--- config.mk ---
export PLATFORM = sky130hd
export DESIGN_NAME = multicycle_alu_flat
export DESIGN_NICKNAME = d
export VERILOG_FILES = /design/src/rtl/multicycle_alu_pkg.sv /design/src/rtl/multicycle_alu_if.sv /design/src/rtl/multicycle_alu_muldiv_iter.sv /design/src/rtl/multicycle_alu.sv /design/src/flat_wrapper.sv
export SDC_FILE = /design/constraint.sdc
export NUM_CORES = 1
export LEC_CHECK = 0
export ABC_AREA = 1
export CORE_ASPECT_RATIO = 0.8
export CORE_MARGIN = 2
export CORE_UTILIZATION = 40
export DETAILED_ROUTE_END_ITERATION = 16
export GPL_ROUTABILITY_DRIVEN = 0
export PLACE_DENSITY = 0.62
export SLEW_MARGIN = 5
export SYNTH_ARGS = -nofsm -noshare
export SYNTH_HDL_FRONTEND = slang
export SYNTH_SLANG_ARGS = --single-unit
export TNS_END_PERCENT = 50
--- constraint.sdc ---
create_clock -name clk -period 8.1 [get_ports clk]
set_clock_uncertainty 0.05 [all_clocks]
set_input_delay 1.62 -clock clk [delete_from_list [all_inputs] [get_ports clk]]
set_output_delay 1.62 -clock clk [all_outputs]
set_load 0.05 [all_outputs]
--- src/rtl/multicycle_alu_pkg.sv ---
// Shared opcode and FSM encodings for the execute-stage ALU.
// The opcode values match what ALU_control drives onto ALU_ctl.
package alu_pkg;

  localparam logic [3:0] OP_AND = 4'b0000;
  localparam logic [3:0] OP_OR  = 4'b0001;
  localparam logic [3:0] OP_ADD = 4'b0010;
  localparam logic [3:0] OP_SUB = 4'b0110;
  localparam logic [3:0] OP_MUL = 4'b0111;
  localparam logic [3:0] OP_DIV = 4'b0100;

  localparam logic [1:0] ST_IDLE = 2'd0;
  localparam logic [1:0] ST_CALC = 2'd1;
  localparam logic [1:0] ST_DONE = 2'd2;

  function automatic logic is_iterative(input logic [3:0] op);
    return (op == OP_MUL) || (op == OP_DIV);
  endfunction

endpackage

--- src/rtl/multicycle_alu_if.sv ---
// Start/busy/done handshake and operand/result bus between the pipeline
// controller (master) and the ALU (slave).
interface multicycle_alu_if #(parameter int WIDTH = 32);
  logic             start;
  logic [3:0]       ALU_ctl;
  logic [WIDTH-1:0] A;
  logic [WIDTH-1:0] B;
  logic [WIDTH-1:0] result;
  logic             zero;
  logic             busy;
  logic             done;

  modport master (
    output start, ALU_ctl, A, B,
    input  result, zero, busy, done
  );

  modport slave (
    input  start, ALU_ctl, A, B,
    output result, zero, busy, done
  );
endinterface

--- src/rtl/multicycle_alu_muldiv_iter.sv ---
// Iterative one-bit-per-step engine: shift-add multiply and restoring signed
// divide on magnitudes, with the quotient sign fixed up on the way out.
module alu_muldiv_iter #(
  parameter int WIDTH = 32
) (
  input  logic             clk,
  input  logic             rst_n,
  input  logic             load,
  input  logic             op_is_div,
  input  logic [WIDTH-1:0] a,
  input  logic [WIDTH-1:0] b,
  input  logic             step,
  output logic             finished,
  output logic [WIDTH-1:0] res
);

  localparam int CW = (WIDTH > 1) ? $clog2(WIDTH) : 1;
  localparam logic [CW-1:0] CNT_LAST = CW'(WIDTH - 1);

  // acc: product accumulator for MUL, partial remainder for DIV.
  // opa: shifting multiplicand for MUL, dividend/quotient shifter for DIV.
  // opb: shifting multiplier for MUL, divisor magnitude for DIV.
  logic [WIDTH:0]   acc_q, acc_d;
  logic [WIDTH-1:0] opa_q, opa_d;
  logic [WIDTH-1:0] opb_q, opb_d;
  logic [CW-1:0]    cnt_q, cnt_d;
  logic             is_div_q, is_div_d;
  logic             neg_q, neg_d;

  logic [WIDTH:0]   rem_sh;
  logic [WIDTH:0]   diff;
  logic [WIDTH-1:0] a_mag, b_mag;

  always_comb begin
    a_mag = a[WIDTH-1] ? (~a + 1'b1) : a;
    b_mag = b[WIDTH-1] ? (~b + 1'b1) : b;
    rem_sh = {acc_q[WIDTH-1:0], opa_q[WIDTH-1]};
    diff   = rem_sh - {1'b0, opb_q};

    acc_d    = acc_q;
    opa_d    = opa_q;
    opb_d    = opb_q;
    cnt_d    = cnt_q;
    is_div_d = is_div_q;
    neg_d    = neg_q;

    if (load) begin
      acc_d    = '0;
      cnt_d    = '0;
      is_div_d = op_is_div;
      if (op_is_div) begin
        opa_d = a_mag;
        opb_d = b_mag;
        neg_d = a[WIDTH-1] ^ b[WIDTH-1];
      end else begin
        opa_d = a;
        opb_d = b;
        neg_d = 1'b0;
      end
    end else if (step) begin
      cnt_d = cnt_q + 1'b1;
      if (is_div_q) begin
        if (!diff[WIDTH]) begin
          acc_d = diff;
          opa_d = {opa_q[WIDTH-2:0], 1'b1};
        end else begin
          acc_d = rem_sh;
          opa_d = {opa_q[WIDTH-2:0], 1'b0};
        end
      end else begin
        if (opb_q[0]) acc_d = {1'b0, acc_q[WIDTH-1:0] + opa_q};
        opa_d = opa_q << 1;
        opb_d = opb_q >> 1;
      end
    end
  end

  // The final value is taken from the post-step state so the top can
  // register it on the same edge as the last iteration.
  assign finished = step && (cnt_q == CNT_LAST);
  assign res = is_div_q ? (neg_q ? (~opa_d + 1'b1) : opa_d) : acc_d[WIDTH-1:0];

  always_ff @(posedge clk or negedge rst_n) begin
    if (!rst_n) begin
      acc_q    <= '0;
      opa_q    <= '0;
      opb_q    <= '0;
      cnt_q    <= '0;
      is_div_q <= 1'b0;
      neg_q    <= 1'b0;
    end else begin
      acc_q    <= acc_d;
      opa_q    <= opa_d;
      opb_q    <= opb_d;
      cnt_q    <= cnt_d;
      is_div_q <= is_div_d;
      neg_q    <= neg_d;
    end
  end

endmodule

--- src/rtl/multicycle_alu.sv ---
// Execute-stage ALU: single-cycle logic/arith ops, iterative MUL/DIV,
// start/busy/done handshake toward the pipeline controller.
//
// state   | meaning
// IDLE    | waiting for start; start is only sampled here
// CALC    | MUL/DIV iterating one bit per cycle
// DONE    | done pulse; result/zero valid
module multicycle_alu
  import alu_pkg::*;
#(
  parameter int WIDTH = 32
) (
  input  logic              clk,
  input  logic              rst_n,
  multicycle_alu_if.slave   bus
);

  logic [1:0]       state_q, state_d;
  logic [WIDTH-1:0] result_q, result_d;
  logic             zero_q, zero_d;
  logic             busy_q, busy_d;
  logic             done_q, done_d;

  logic             load;
  logic             step;
  logic             finished;
  logic [WIDTH-1:0] iter_res;
  logic             upd;
  logic [WIDTH-1:0] new_res;

  alu_muldiv_iter #(.WIDTH(WIDTH)) u_iter (
    .clk       (clk),
    .rst_n     (rst_n),
    .load      (load),
    .op_is_div (bus.ALU_ctl == OP_DIV),
    .a         (bus.A),
    .b         (bus.B),
    .step      (step),
    .finished  (finished),
    .res       (iter_res)
  );

  always_comb begin
    state_d = state_q;
    load    = 1'b0;
    step    = 1'b0;
    upd     = 1'b0;
    new_res = '0;

    case (state_q)
      ST_IDLE: begin
        if (bus.start) begin
          case (bus.ALU_ctl)
            OP_AND: begin upd = 1'b1; new_res = bus.A & bus.B; end
            OP_OR:  begin upd = 1'b1; new_res = bus.A | bus.B; end
            OP_ADD: begin upd = 1'b1; new_res = bus.A + bus.B; end
            OP_SUB: begin upd = 1'b1; new_res = bus.A - bus.B; end
            OP_MUL: load = 1'b1;
            OP_DIV: begin
              // RISC-V divide-by-zero returns all ones without iterating.
              if (bus.B == '0) begin
                upd     = 1'b1;
                new_res = '1;
              end else begin
                load = 1'b1;
              end
            end
            default: upd = 1'b1;
          endcase
          state_d = load ? ST_CALC : ST_DONE;
        end
      end
      ST_CALC: begin
        step = 1'b1;
        if (finished) begin
          upd     = 1'b1;
          new_res = iter_res;
          state_d = ST_DONE;
        end
      end
      ST_DONE: state_d = ST_IDLE;
      default: state_d = ST_IDLE;
    endcase

    result_d = upd ? new_res : result_q;
    zero_d   = upd ? (new_res == '0) : zero_q;
    busy_d   = (state_d != ST_IDLE);
    done_d   = (state_d == ST_DONE);
  end

  always_ff @(posedge clk or negedge rst_n) begin
    if (!rst_n) begin
      state_q  <= ST_IDLE;
      result_q <= '0;
      zero_q   <= 1'b1;
      busy_q   <= 1'b0;
      done_q   <= 1'b0;
    end else begin
      state_q  <= state_d;
      result_q <= result_d;
      zero_q   <= zero_d;
      busy_q   <= busy_d;
      done_q   <= done_d;
    end
  end

  assign bus.result = result_q;
  assign bus.zero   = zero_q;
  assign bus.busy   = busy_q;
  assign bus.done   = done_q;

endmodule

--- src/flat_wrapper.sv ---
// flat-port wrapper written by rule: the top's interface ports become plain ports
module multicycle_alu_flat import alu_pkg::*;
#(
  parameter int WIDTH = 32
)
  (clk, rst_n, bus_start, bus_ALU_ctl, bus_A, bus_B, bus_result, bus_zero, bus_busy, bus_done);
  multicycle_alu_if #(.WIDTH(WIDTH)) bus_i ();
  input  logic clk;
  input  logic rst_n;
  input wire logic [$bits(bus_i.start)-1:0] bus_start;
  input wire logic [$bits(bus_i.ALU_ctl)-1:0] bus_ALU_ctl;
  input wire logic [$bits(bus_i.A)-1:0] bus_A;
  input wire logic [$bits(bus_i.B)-1:0] bus_B;
  output wire logic [$bits(bus_i.result)-1:0] bus_result;
  output wire logic [$bits(bus_i.zero)-1:0] bus_zero;
  output wire logic [$bits(bus_i.busy)-1:0] bus_busy;
  output wire logic [$bits(bus_i.done)-1:0] bus_done;
  assign bus_i.start = bus_start;
  assign bus_i.ALU_ctl = bus_ALU_ctl;
  assign bus_i.A = bus_A;
  assign bus_i.B = bus_B;
  assign bus_result = bus_i.result;
  assign bus_zero = bus_i.zero;
  assign bus_busy = bus_i.busy;
  assign bus_done = bus_i.done;
  multicycle_alu #(.WIDTH(WIDTH)) u_core (.clk(clk), .rst_n(rst_n), .bus(bus_i));
endmodule
# ---- Word level (Yosys, flattened, before mapping)
# Cells that the tools add are included.
dict set report totals {
  regBits 140
  inputBits 71
  out_inout_bits 35
}
dict set report op_classes {
  add_sub_neg 8
  n_eq_ne 9
  n_mux 42
  n_bitwise 6
  reduce_logical 8
}
# op n
set ops {}
lappend ops {{$mux W32} 19}
lappend ops {{$pmux W32 S5} 1}
lappend ops {{$add A32 B1 Y32 const B} 3}
lappend ops {{$not A32 Y32} 3}
lappend ops {{$add A32 B32 Y32} 2}
lappend ops {{$logic_not A32 Y1} 2}
lappend ops {{$pmux W32 S2} 1}
lappend ops {{$sub A33 B32 Y33} 1}
lappend ops {{$and A32 B32 Y32} 1}
lappend ops {{$or A32 B32 Y32} 1}
lappend ops {{$sub A32 B32 Y32} 1}
lappend ops {{$eq A4 B3 Y1 const B} 3}
lappend ops {{$mux W1} 12}
lappend ops {{$mux W5} 2}
lappend ops {{$mux W2} 3}
lappend ops {{$pmux W1 S2} 3}
lappend ops {{$add A5 B1 Y5 const B} 1}
lappend ops {{$eq A5 B5 Y1 const B} 1}
lappend ops {{$eq A4 B1 Y1 const B} 1}
lappend ops {{$eq A4 B2 Y1 const B} 1}
lappend ops {{$logic_not A4 Y1} 1}
lappend ops {{$pmux W2 S2} 1}
lappend ops {{$reduce_bool A2 Y1} 2}
lappend ops {{$eq A2 B1 Y1 const B} 1}
lappend ops {{other kinds (6)} 6}

# ---- Longest topological paths before layout
# Gate-level depths: netlist (run 1).
dict set report depth {
  ltp_word 15
  ltp_mapped 37
  ltp_nobuf 37
}

# ---- By module
# A second synthesis (run 1) with hierarchy kept.
dict set report hier_totals {
  cells_unflattened 3062
  hier_area_um2 17869.6
}
# mod instances cells_per_inst area_each_um2
set by_module_without_submodules {}
lappend by_module_without_submodules {alu_muldiv_iter 1 1965 11935.2}
lappend by_module_without_submodules {multicycle_alu 1 1097 5934.4}

# ---- Worst setup path before layout (run 1)
# No wires, ideal clock.
dict set report synth_path {
  kind {input -> register}
  from {input port bus_B[0]}
  to {register u_core.zero_q, in the netlist u_core.bus.zero}
  setup_time_ns 0.061
  t_arrival_ns 5.138
  slack_ns 2.851
  path_stages 37
  cell_sequence {nor3_2 nand3_1 nor2_1 nand2_1 nor2_1 inv_1 nor2_1 inv_1 nor3_1 inv_1 nor2_1 inv_1 nor2_2 inv_1 nor2_1 nand2_1 nor2_1 xor2_1 nand2_1 o21ai_0 ha_1 nand2_1 nor2_1 inv_1 nor3_1 o21ai_0 o2111ai_1 or2_2 nand3_1 nand3b_1 nand2_1 nand2_1 nor2_1 nand3_1 nor2_1 nand2_1 nand2_1}
}
dict set report synth_via {
  elab_chain_cells 15
}
# element line_no
set synth_rtl {}
lappend synth_rtl {{start: declaration} flat_wrapper.sv:13} ;# input wire logic [$bits(bus_i.B)-1:0] bus_B;
lappend synth_rtl {{$logic_not A32 Y1} multicycle_alu.sv:61} ;# if (bus.B == '0) begin
lappend synth_rtl {{$mux W1} multicycle_alu.sv:61}
lappend synth_rtl {{$pmux W1 S2} multicycle_alu.sv:53} ;# case (bus.ALU_ctl)
lappend synth_rtl {{$mux W1} multicycle_alu.sv:52} ;# if (bus.start) begin
lappend synth_rtl {{$mux W1} multicycle_alu.sv:50} ;# case (state_q)
lappend synth_rtl {{$mux W1} multicycle_alu.sv:52}
lappend synth_rtl {{$mux W1} multicycle_alu.sv:50}
lappend synth_rtl {{$mux W32} multicycle_alu_muldiv_iter.sv:47} ;# if (load) begin
lappend synth_rtl {{$not A32 Y32} multicycle_alu_muldiv_iter.sv:81} ;# assign res = is_div_q ? (neg_q ? (~opa_d + 1'b1) : opa_d) : acc_d[WIDTH-1:0];
lappend synth_rtl {{$add A32 B1 Y32} multicycle_alu_muldiv_iter.sv:81}
lappend synth_rtl {{$mux W32 (2 in series)} multicycle_alu_muldiv_iter.sv:81}
lappend synth_rtl {{$mux W32} multicycle_alu.sv:75} ;# if (finished) begin
lappend synth_rtl {{$pmux W32 S2} multicycle_alu.sv:50}
lappend synth_rtl {{$logic_not A32 Y1} multicycle_alu.sv:86} ;# zero_d = upd ? (new_res == '0) : zero_q;
lappend synth_rtl {{end signal: assignment} multicycle_alu.sv:101} ;# zero_q <= zero_d;
lappend synth_rtl {{end: declaration} multicycle_alu.sv:20} ;# logic zero_q, zero_d;
# Several ways; a longest one is shown, not always the timed one. The select of a mux whose other input is x is not followed.
# A chain may end at the register's enable or synchronous reset.

# ---- Worst setup path in the final report (run 1)
# Same ends and word-level chain as after synthesis.

==> results.rst, run 1 <==
.. list-table::
   :header-rows: 1

   * - Metric
     - Value
   * - Unrepaired setup endpoints after global routing
     - no
   * - Level count of the clock H-tree
     - 4
   * - ANT cells
     - 0
   * - Clock Path Buffers
     - 2
   * - DRC Markers
     - 0
   * - Final Hold Vio Count
     - 0
   * - Floorplan Core Area
     - 43,100 µm²
   * - Finished layout cell area
     - 19,400 µm²
   * - Sort of element at the start of the critical path
     - input port
   * - Clock Sink Count
     - 140
   * - EDFF count, synth
     - 0
   * - DR WL/cell
     - 20.4 µm
   * - Main combinational cell family by area after synthesis
     - simple AND/OR/NAND/NOR gates
   * - Maximum cell stage delay along the critical path
     - 0.69 ns
   * - Row cnt
     - 68
   * - Reg-to-reg critical path startpoint
     - u_core.u_iter.opb_q[0]
   * - Number of vias after detailed routing
     - 20,487
   * - TritonCTS clock tree
     - built
   * - Aggregate negative setup slack
     - 0 ns
   * - Maximum clock frequency
     - 148 MHz
   * - CP Launch Point
     - bus_B[0]
   * - Crit. path cell count
     - 31
   * - Crit end category
     - flop
   * - Final core occ
     - 45.1%
   * - Total of hold buffers inserted after clock tree synthesis
     - 0
   * - P&R area growth vs syn
     - 11.7%
   * - Cell type with the highest occurrence count on the critical path
     - sky130_fd_sc_hd__nand2_1
   * - Number of global-route vias before repair
     - 18,411
   * - Category of the most critical setup path
     - input port to flop
   * - Area share of xor/xnor cells in the synthesized design
     - 3.52%
   * - Clock slew seen by the registers of the worst setup and hold paths
     - 0.06 ns
   * - Warning count from the yosys run
     - 0
   * - Slowest CP cell
     - sky130_fd_sc_hd__nor4_1
   * - Number of flip-flops and latches in the synthesized netlist
     - 140
   * - Syn Nets
     - 3,075
   * - Top Metal Used
     - met5
   * - Share of flip-flops with an asynchronous set or reset after synthesis
     - 100%
   * - Worst slew pin tran
     - 1.02 ns
   * - Complex-gate fraction of the synthesized area
     - 20.1%
   * - Met3 wire length
     - 8860 µm
   * - Relative max-transition margin
     - 31.3%
   * - Final critical-path required period
     - 6.74 ns
   * - Area share of fa/ha/maj cells after synthesis
     - 7.75%
   * - Worst supply voltage drop on vdd
     - 195 µV
   * - Pre-Repair DR Iteration Count
     - 6
   * - Number of setup violations in the final report
     - 0
   * - DRC violation total after the first TritonRoute iteration
     - 2,592
   * - Category of cells accounting for the largest share of critical-path delay
     - simple AND/OR/NAND/NOR gates
   * - Largest fanout of any net on the critical path
     - 5
   * - Data required time at the worst endpoint
     - 8.45 ns
   * - WL met2
     - 28,800 µm
   * - GRT Residual Overflow
     - 0
   * - Worst r2r path cells
     - 29
   * - Buffering stage count on the worst path with inverters included
     - 5
   * - Result of the run
     - finished, final reports clean
   * - Pwr Density
     - 345 nW/µm²
   * - Met1 routed wirelength after detailed routing
     - 32,100 µm
   * - Standby leakage power
     - 9.55 nW
   * - Max-slew violation total from the final report
     - 0
   * - Global-route wire length before repair
     - 109,000 µm
   * - Overall die height
     - 191 µm
   * - Worst flop-to-flop path endpoint
     - u_core.bus.zero
   * - Final nets
     - 3,116
   * - Initial Util
     - 40.4%
   * - Number of CTS-inserted buffers
     - 17
   * - Syn Std Cell Area
     - 17,400 µm²
   * - Post-CTS setup-driven buffer insertion count
     - 0
   * - Max-capacitance violation count
     - 0
   * - Root buffer cell
     - sky130_fd_sc_hd__clkbuf_16
   * - Via-per-instance ratio
     - 5.83
   * - Main synth FF type
     - sky130_fd_sc_hd__dfrtp_1
   * - Worst setup slack for register-to-register paths
     - 2.86 ns
   * - Clock Latency Late Sink
     - 0.47 ns
   * - Pin count of the biggest net entering global routing
     - 77
   * - Die area
     - 45,200 µm²
   * - Timing endpoint of the critical path
     - u_core.bus.zero
   * - Total global-route track usage
     - 31.5%
   * - Top Ports
     - 106
   * - Resized Gates After CTS
     - 0
   * - Class of the tightest hold or removal check
     - flop to flop
   * - Mapped Avg Cell Area
     - 6.00 µm²
   * - Register area share after synthesis
     - 20.1%
   * - Post-synthesis instance total
     - 2,898
   * - Antenna violations before repair
     - 1
   * - Die X-Extent
     - 237 µm
   * - Final critical-path share of the clock period
     - 83.2%
   * - Proportion of layout cells with a drive suffix above 1
     - 5.89%
   * - Post-Route WL
     - 71,800 µm
   * - Area share of and/or/nand/nor cells after synthesis
     - 38.2%
   * - IO Port Bufs
     - 105
   * - Count of antenna-violating nets left after detailed routing
     - 0
   * - Post-DP HPWL
     - 57,100 µm
   * - Fraction of synthesized area in multiplexers
     - 0.288%
   * - Yosys cell types
     - 60
   * - Data arrival time at the worst-slack endpoint
     - 7.09 ns
   * - Cell area reported after detailed placement
     - 18,900 µm²
metal layers:
metal	track usage, %	vias to the layer above
met4	8.78	2
li1	-	9744
met2	45.4	1167
met1	45.5	9425
met5	0	-
met3	8.79	149
area by class of cell:
class | instances | area, µm²
fill | 4508 | 23600
multi-input combinational | 2320 | 12200
sequential | 140 | 3510
inverter | 332 | 1250
timing repair buffer | 128 | 1220
tap | 560 | 701
clock buffer | 18 | 439
clock inverter | 14 | 124
synthesized netlist by cell type (3+ instances only):
master | number | share of area [%]
sky130_fd_sc_hd__a21boi_0 | 8 | 0.35
sky130_fd_sc_hd__a21o_1 | 11 | 0.47
sky130_fd_sc_hd__a21oi_1 | 178 | 5.1
sky130_fd_sc_hd__a31oi_1 | 10 | 0.36
sky130_fd_sc_hd__a41oi_1 | 7 | 0.35
sky130_fd_sc_hd__buf_1 | 11 | 0.24
sky130_fd_sc_hd__buf_2 | 11 | 0.32
sky130_fd_sc_hd__buf_4 | 8 | 0.35
sky130_fd_sc_hd__buf_6 | 5 | 0.32
sky130_fd_sc_hd__clkbuf_1 | 70 | 1.5
sky130_fd_sc_hd__dfrtp_1 | 139 | 20
sky130_fd_sc_hd__fa_1 | 3 | 0.35
sky130_fd_sc_hd__ha_1 | 103 | 7.4
sky130_fd_sc_hd__inv_1 | 321 | 6.9
sky130_fd_sc_hd__inv_2 | 9 | 0.19
sky130_fd_sc_hd__mux2i_1 | 5 | 0.29
sky130_fd_sc_hd__nand2_1 | 824 | 18
sky130_fd_sc_hd__nand2_2 | 25 | 0.90
sky130_fd_sc_hd__nand2_4 | 7 | 0.45
sky130_fd_sc_hd__nand3_1 | 296 | 8.5
sky130_fd_sc_hd__nand3_2 | 7 | 0.40
sky130_fd_sc_hd__nand3b_1 | 14 | 0.60
sky130_fd_sc_hd__nand4_1 | 40 | 1.4
sky130_fd_sc_hd__nor2_1 | 221 | 4.8
sky130_fd_sc_hd__nor2_2 | 19 | 0.68
sky130_fd_sc_hd__nor2_4 | 4 | 0.26
sky130_fd_sc_hd__nor3_1 | 19 | 0.55
sky130_fd_sc_hd__nor4_1 | 6 | 0.22
sky130_fd_sc_hd__o2111ai_1 | 6 | 0.30
sky130_fd_sc_hd__o211ai_1 | 63 | 2.7
sky130_fd_sc_hd__o21a_1 | 7 | 0.30
sky130_fd_sc_hd__o21ai_0 | 284 | 8.2
sky130_fd_sc_hd__o21ai_1 | 4 | 0.12
sky130_fd_sc_hd__o21ai_2 | 3 | 0.15
sky130_fd_sc_hd__o21bai_1 | 11 | 0.47
sky130_fd_sc_hd__o22ai_1 | 12 | 0.43
sky130_fd_sc_hd__o31ai_1 | 3 | 0.13
sky130_fd_sc_hd__or2_2 | 28 | 1.0
sky130_fd_sc_hd__xnor2_1 | 31 | 1.6
sky130_fd_sc_hd__xor2_1 | 39 | 2.0
sequential cells by signal, summed over array words and instances (netlist names):
register                count
u_core.bus.result          32
u_core.u_iter.acc_q        32
u_core.u_iter.opa_q        32
u_core.u_iter.opb_q        32
u_core.u_iter.cnt_q         5
u_core.state_q              2
u_core.bus.busy             1
u_core.bus.done             1
u_core.bus.zero             1
u_core.u_iter.is_div_q      1
u_core.u_iter.neg_q         1
through the flow:
stage / cells / power, mW / worst slack (ns) / hold WS [ns]
2_1_floorplan: 2898 / 4.50 / 2.85 / 0.419
3_3_place_gp: 3480 / 5.68 / 1.08 / 0.417
3_5_place_dp: 3480 / 5.75 / 1.18 / 0.412
4_1_cts: 3512 / 6.57 / 1.64 / 0.424
5_1_grt: 3512 / 7.28 / 0.840 / 0.441
6_report: 3512 / 6.70 / 1.36 / 0.420
placed cells by master, fill, tap and decap left out, types with 5 or more instances in the layout:
master | Yosys | routed
sky130_fd_sc_hd__inv_6 | 0 | 6
sky130_fd_sc_hd__nor2_4 | 4 | 5
sky130_fd_sc_hd__dfrtp_1 | 139 | 138
sky130_fd_sc_hd__xor2_1 | 39 | 39
sky130_fd_sc_hd__clkbuf_16 | 0 | 17
sky130_fd_sc_hd__a21oi_1 | 178 | 178
sky130_fd_sc_hd__o22ai_1 | 12 | 12
sky130_fd_sc_hd__inv_1 | 321 | 320
sky130_fd_sc_hd__or2_2 | 28 | 28
sky130_fd_sc_hd__ha_1 | 103 | 103
sky130_fd_sc_hd__o21a_1 | 7 | 7
sky130_fd_sc_hd__o211ai_1 | 63 | 63
sky130_fd_sc_hd__inv_2 | 9 | 10
sky130_fd_sc_hd__a31oi_1 | 10 | 10
sky130_fd_sc_hd__nand3b_1 | 14 | 14
sky130_fd_sc_hd__a21boi_0 | 8 | 8
sky130_fd_sc_hd__a21o_1 | 11 | 11
sky130_fd_sc_hd__buf_4 | 8 | 23
sky130_fd_sc_hd__nor2_1 | 221 | 218
sky130_fd_sc_hd__nand3_1 | 296 | 296
sky130_fd_sc_hd__nand3_2 | 7 | 7
sky130_fd_sc_hd__nand2_4 | 7 | 7
sky130_fd_sc_hd__o2111ai_1 | 6 | 6
sky130_fd_sc_hd__nand2_1 | 824 | 824
sky130_fd_sc_hd__xnor2_1 | 31 | 31
sky130_fd_sc_hd__mux2i_1 | 5 | 5
sky130_fd_sc_hd__nor4_1 | 6 | 5
sky130_fd_sc_hd__o21bai_1 | 11 | 11
sky130_fd_sc_hd__nand4_1 | 40 | 40
sky130_fd_sc_hd__nor3_1 | 19 | 19
sky130_fd_sc_hd__nand2_2 | 25 | 25
sky130_fd_sc_hd__nor2_2 | 19 | 21
sky130_fd_sc_hd__o21ai_0 | 284 | 283
sky130_fd_sc_hd__clkdlybuf4s50_1 | 0 | 104
sky130_fd_sc_hd__a41oi_1 | 7 | 7
worst reg2reg max path: cells and delay by family, from the launching register on:
family,cells,cell delay (ns)
AO/OA/AOI/OAI,2,0.52
adder cells (fa/ha/maj),2,0.65
buffers and inverters,6,1.47
flip-flops,1,0.33
AND/OR/NAND/NOR,19,2.16
cell families after synthesis:
kind of cell	Yosys count
AO/OA/AOI/OAI	620
flip-flops	140
buffers and inverters	438
XOR/XNOR	70
AND/OR/NAND/NOR	1519
multiplexers	5
adder cells (fa/ha/maj)	106
where the power goes:
group | leakage (nW) | switching [mW] | internal, mW
clock | 0.274 | 0.383 | 0.412
combinational | 7.47 | 3.15 | 1.54
sequential | 1.80 | 0.276 | 0.946
worst min-delay path by stage:
| stage | startpoint | end | slack [ns] | cells after the start |
|---|---|---|---|---|
| final | u_core.bus.zero | u_core.bus.zero | 0.42 | 2 |
| after global routing | u_core.bus.zero | u_core.bus.zero | 0.44 | 2 |
| after CTS | u_core.bus.zero | u_core.bus.zero | 0.42 | 2 |
| after detailed placement | u_core.bus.zero | u_core.bus.zero | 0.41 | 2 |
| after global placement | u_core.bus.result[27] | u_core.bus.result[27] | 0.42 | 2 |
| after floorplan | u_core.u_iter.opb_q[20] | u_core.u_iter.opb_q[20] | 0.42 | 2 |
Power figures use the tool's default switching activity.
==> inputs of run 2 (changes only) <==
clock period = 7 ns   (was 8.1 ns; I/O delays follow)
==> results.rst, run 2 (same netlist as run 1, synthesis figures left out) <==
.. list-table::
   :header-rows: 1

   * - Metric
     - Value
   * - Largest fanout of any net on the critical path
     - 7 (+2)
   * - Row cnt
     - 68 (unchanged)
   * - Worst slew pin tran
     - 1.20 ns (+0.174 ns)
   * - Switching share of power
     - 56.5% (-0.29 points)
   * - Slowest CP cell
     - sky130_fd_sc_hd__clkdlybuf4s50_1
   * - Inst Count DP
     - 3,488 (+0.23%)
   * - Cell area reported after detailed placement
     - 18,900 µm² (+0.32%)
   * - Met1 routed wirelength after detailed routing
     - 32,000 µm (-0.15%)
   * - Number of setup violations in the final report
     - 0 (unchanged)
   * - Maximum cell stage delay along the critical path
     - 0.56 ns (-0.13 ns)
   * - Sort of element at the start of the critical path
     - input port
   * - Clock slew seen by the registers of the worst setup and hold paths
     - 0.07 ns (about the same)
   * - Post-CTS setup-driven buffer insertion count
     - 0 (unchanged)
   * - Setup slack after layout
     - 0.775 ns (-0.587 ns)
   * - Number of global-route vias before repair
     - 18,163 (-1.3%)
   * - Area of combinational cells with multiple inputs
     - 12,200 µm² (unchanged)
   * - Part of the power in registers
     - 18.1% (about the same)
   * - Total of hold buffers inserted after clock tree synthesis
     - 0 (unchanged)
   * - Pin count of the biggest net entering global routing
     - 104 (+35%)
   * - Most used cells in the layout excluding fill and tap cells
     - sky130_fd_sc_hd__nand2_1 (824), sky130_fd_sc_hd__inv_1 (320), sky130_fd_sc_hd__nand3_1 (296)
   * - Clock Sink Count
     - 140 (unchanged)
   * - DR WL/cell
     - 20.4 µm (-0.22%)
   * - Proportion of layout cells with a drive suffix above 1
     - 6.15% (+0.25 points)
   * - Clock Power Share
     - 12.2% (+0.3 points)
   * - Maximum clock frequency
     - 161 MHz
   * - Crit end category
     - flop
   * - Class of the tightest hold or removal check
     - flop to flop
   * - Combinational share of power
     - 69.8% (about the same)
   * - Die area
     - 45,200 µm² (unchanged)
   * - Die X-Extent
     - 237 µm (unchanged)
   * - Top Ports
     - 106 (unchanged)
   * - Result of the run
     - finished, final reports clean
   * - Final critical-path share of the clock period
     - 88.9%
   * - IO Port Bufs
     - 105 (unchanged)
   * - Unrepaired setup endpoints after global routing
     - no
   * - Internal power
     - 3.39 mW (+17%)
   * - Final Hold Vio Count
     - 0 (unchanged)
   * - Number of non-filler instances in the completed layout
     - 3,520 (+0.23%)
   * - Number of CTS-inserted buffers
     - 17 (unchanged)
   * - Standby leakage power
     - 9.59 nW (+0.43%)
   * - WL met2
     - 28,400 µm (-1.3%)
   * - Post-Place Setup Slack
     - 0.508 ns (-0.677 ns)
   * - Count of antenna-violating nets left after detailed routing
     - 0 (unchanged)
   * - Clock Latency Late Sink
     - 0.46 ns (about the same)
   * - P&R area growth vs syn
     - 12.1%
   * - DRC violation total after the first TritonRoute iteration
     - 2,703 (+4.3%)
   * - GRT Residual Overflow
     - 0 (unchanged)
   * - Final critical-path required period
     - 6.22 ns
   * - Power, Total
     - 7.81 mW (+16%)
   * - Max-capacitance violation count
     - 0 (unchanged)
   * - Pwr Density
     - 400 nW/µm² (+16%)
   * - Global-route wire length before repair
     - 107,000 µm (-1.3%)
   * - ANT cells
     - 0 (unchanged)
   * - TritonCTS clock tree
     - built
   * - Clock Path Buffers
     - 2 (unchanged)
   * - Root buffer cell
     - sky130_fd_sc_hd__clkbuf_16
   * - Floorplan Core Area
     - 43,100 µm² (unchanged)
   * - Number of vias after detailed routing
     - 20,398 (-0.43%)
   * - Relative max-transition margin
     - 20.3% (-11 points)
   * - Final nets
     - 3,124 (+0.26%)
   * - Filler Cells Inserted
     - 4,535 (+0.60%)
   * - Resized Gates After CTS
     - 0 (unchanged)
   * - Post-Route WL
     - 71,800 µm (about the same)
   * - Data arrival time at the worst-slack endpoint
     - 6.58 ns (-0.51 ns)
   * - Pre-Repair DR Iteration Count
     - 8 (+2)
   * - Category of the most critical setup path
     - input port to flop
   * - Data required time at the worst endpoint
     - 7.35 ns (-1.10 ns)
   * - Cell type with the highest occurrence count on the critical path
     - sky130_fd_sc_hd__nor2_1
   * - Total global-route track usage
     - 31.2% (-0.24 points)
   * - Post-DP HPWL
     - 57,400 µm (+0.42%)
   * - Max-slew violation total from the final report
     - 0 (unchanged)
   * - NetSw
     - 4.41 mW (+16%)
   * - Sequential cell area
     - 3510 µm² (unchanged)
   * - Via-per-instance ratio
     - 5.79 (-0.66%)
   * - Top Metal Used
     - met4
   * - DRC Markers
     - 0 (unchanged)
   * - Finished layout cell area
     - 19,500 µm² (+0.41%)
   * - Most common cell after layout, fill and taps aside
     - sky130_fd_sc_hd__nand2_1
   * - Overall die height
     - 191 µm (unchanged)
   * - Worst supply voltage drop on vdd
     - 205 µV (+5.1%)
   * - Initial Util
     - 40.4% (unchanged)
   * - Met3 wire length
     - 9250 µm (+4.4%)
   * - Aggregate negative setup slack
     - 0 ns (unchanged)
   * - Level count of the clock H-tree
     - 4 (unchanged)
   * - Antenna violations before repair
     - 0 (-1)
==> run 2: cell count changes in the layout (fill, tap and decap cells not counted) <==
cell / previous run / this run
sky130_fd_sc_hd__clkinvlp_4: 2 / 3
sky130_fd_sc_hd__inv_6: 6 / 4
sky130_fd_sc_hd__inv_8: 3 / 1
sky130_fd_sc_hd__bufinv_16: 0 / 1
sky130_fd_sc_hd__buf_4: 23 / 31
sky130_fd_sc_hd__clkbuf_8: 1 / 2
sky130_fd_sc_hd__clkinv_4: 2 / 3
==> run 2: through the flow <==
step	hold slack (ns)	utilization (%)
2_1_floorplan	0.419	-
3_3_place_gp	0.412	44.0
3_5_place_dp	0.408	44.0
4_1_cts	0.421	45.3
5_1_grt	0.443	45.3
6_report	0.420	45.3
==> run 2: power groups by stage <==
stage	Clock, mW	Combinational [mW]	Sequential [mW]
global placement	0	5.19	1.41
floorplan	0	3.86	1.35
global route	0.993	6.02	1.44
finish	0.950	5.45	1.41
detailed placement	0	5.25	1.41
CTS	0.953	5.28	1.40
==> run 2: area by class of cell <==
cell class / instances / share of cell area (%)
multi-input combinational: 2320 / 62.5
sequential: 140 / 18.0
timing repair buffer: 136 / 6.59
inverter: 332 / 6.39
tap: 560 / 3.59
clock buffer: 19 / 2.32
clock inverter: 13 / 0.667
==> run 2: worst paths after layout <==
path	startpoint	to	slack, ns	cells past startpoint
max	bus_B[2]	u_core.bus.zero	0.78	38
min	u_core.bus.zero	u_core.bus.zero	0.42	2
max reg2reg	u_core.u_iter.opa_q[31]	u_core.bus.zero	1.38	26
min reg2reg	u_core.bus.zero	u_core.bus.zero	0.42	2
max in group asynchronous	rst_n	u_core.bus.result[20]	4.81	2
min in group asynchronous	rst_n	u_core.u_iter.acc_q[27]	0.97	1
==> run 2: per-layer routing <==
metal / vias to the layer above / GRT usage (%)
li1: 9747 / -
met1: 9378 / 44.8
met2: 1163 / 43.9
met3: 110 / 10.5
met4: 0 / 9.29
met5: - / 0
==> run 2: critical path: cells and delay by family <==
family          cells  cell delay [ns]
xor+xnor            1             0.22
simple gates       26             3.17
fa+ha+maj           1             0.31
compound gates      3             0.42
buf+inv             7             1.07
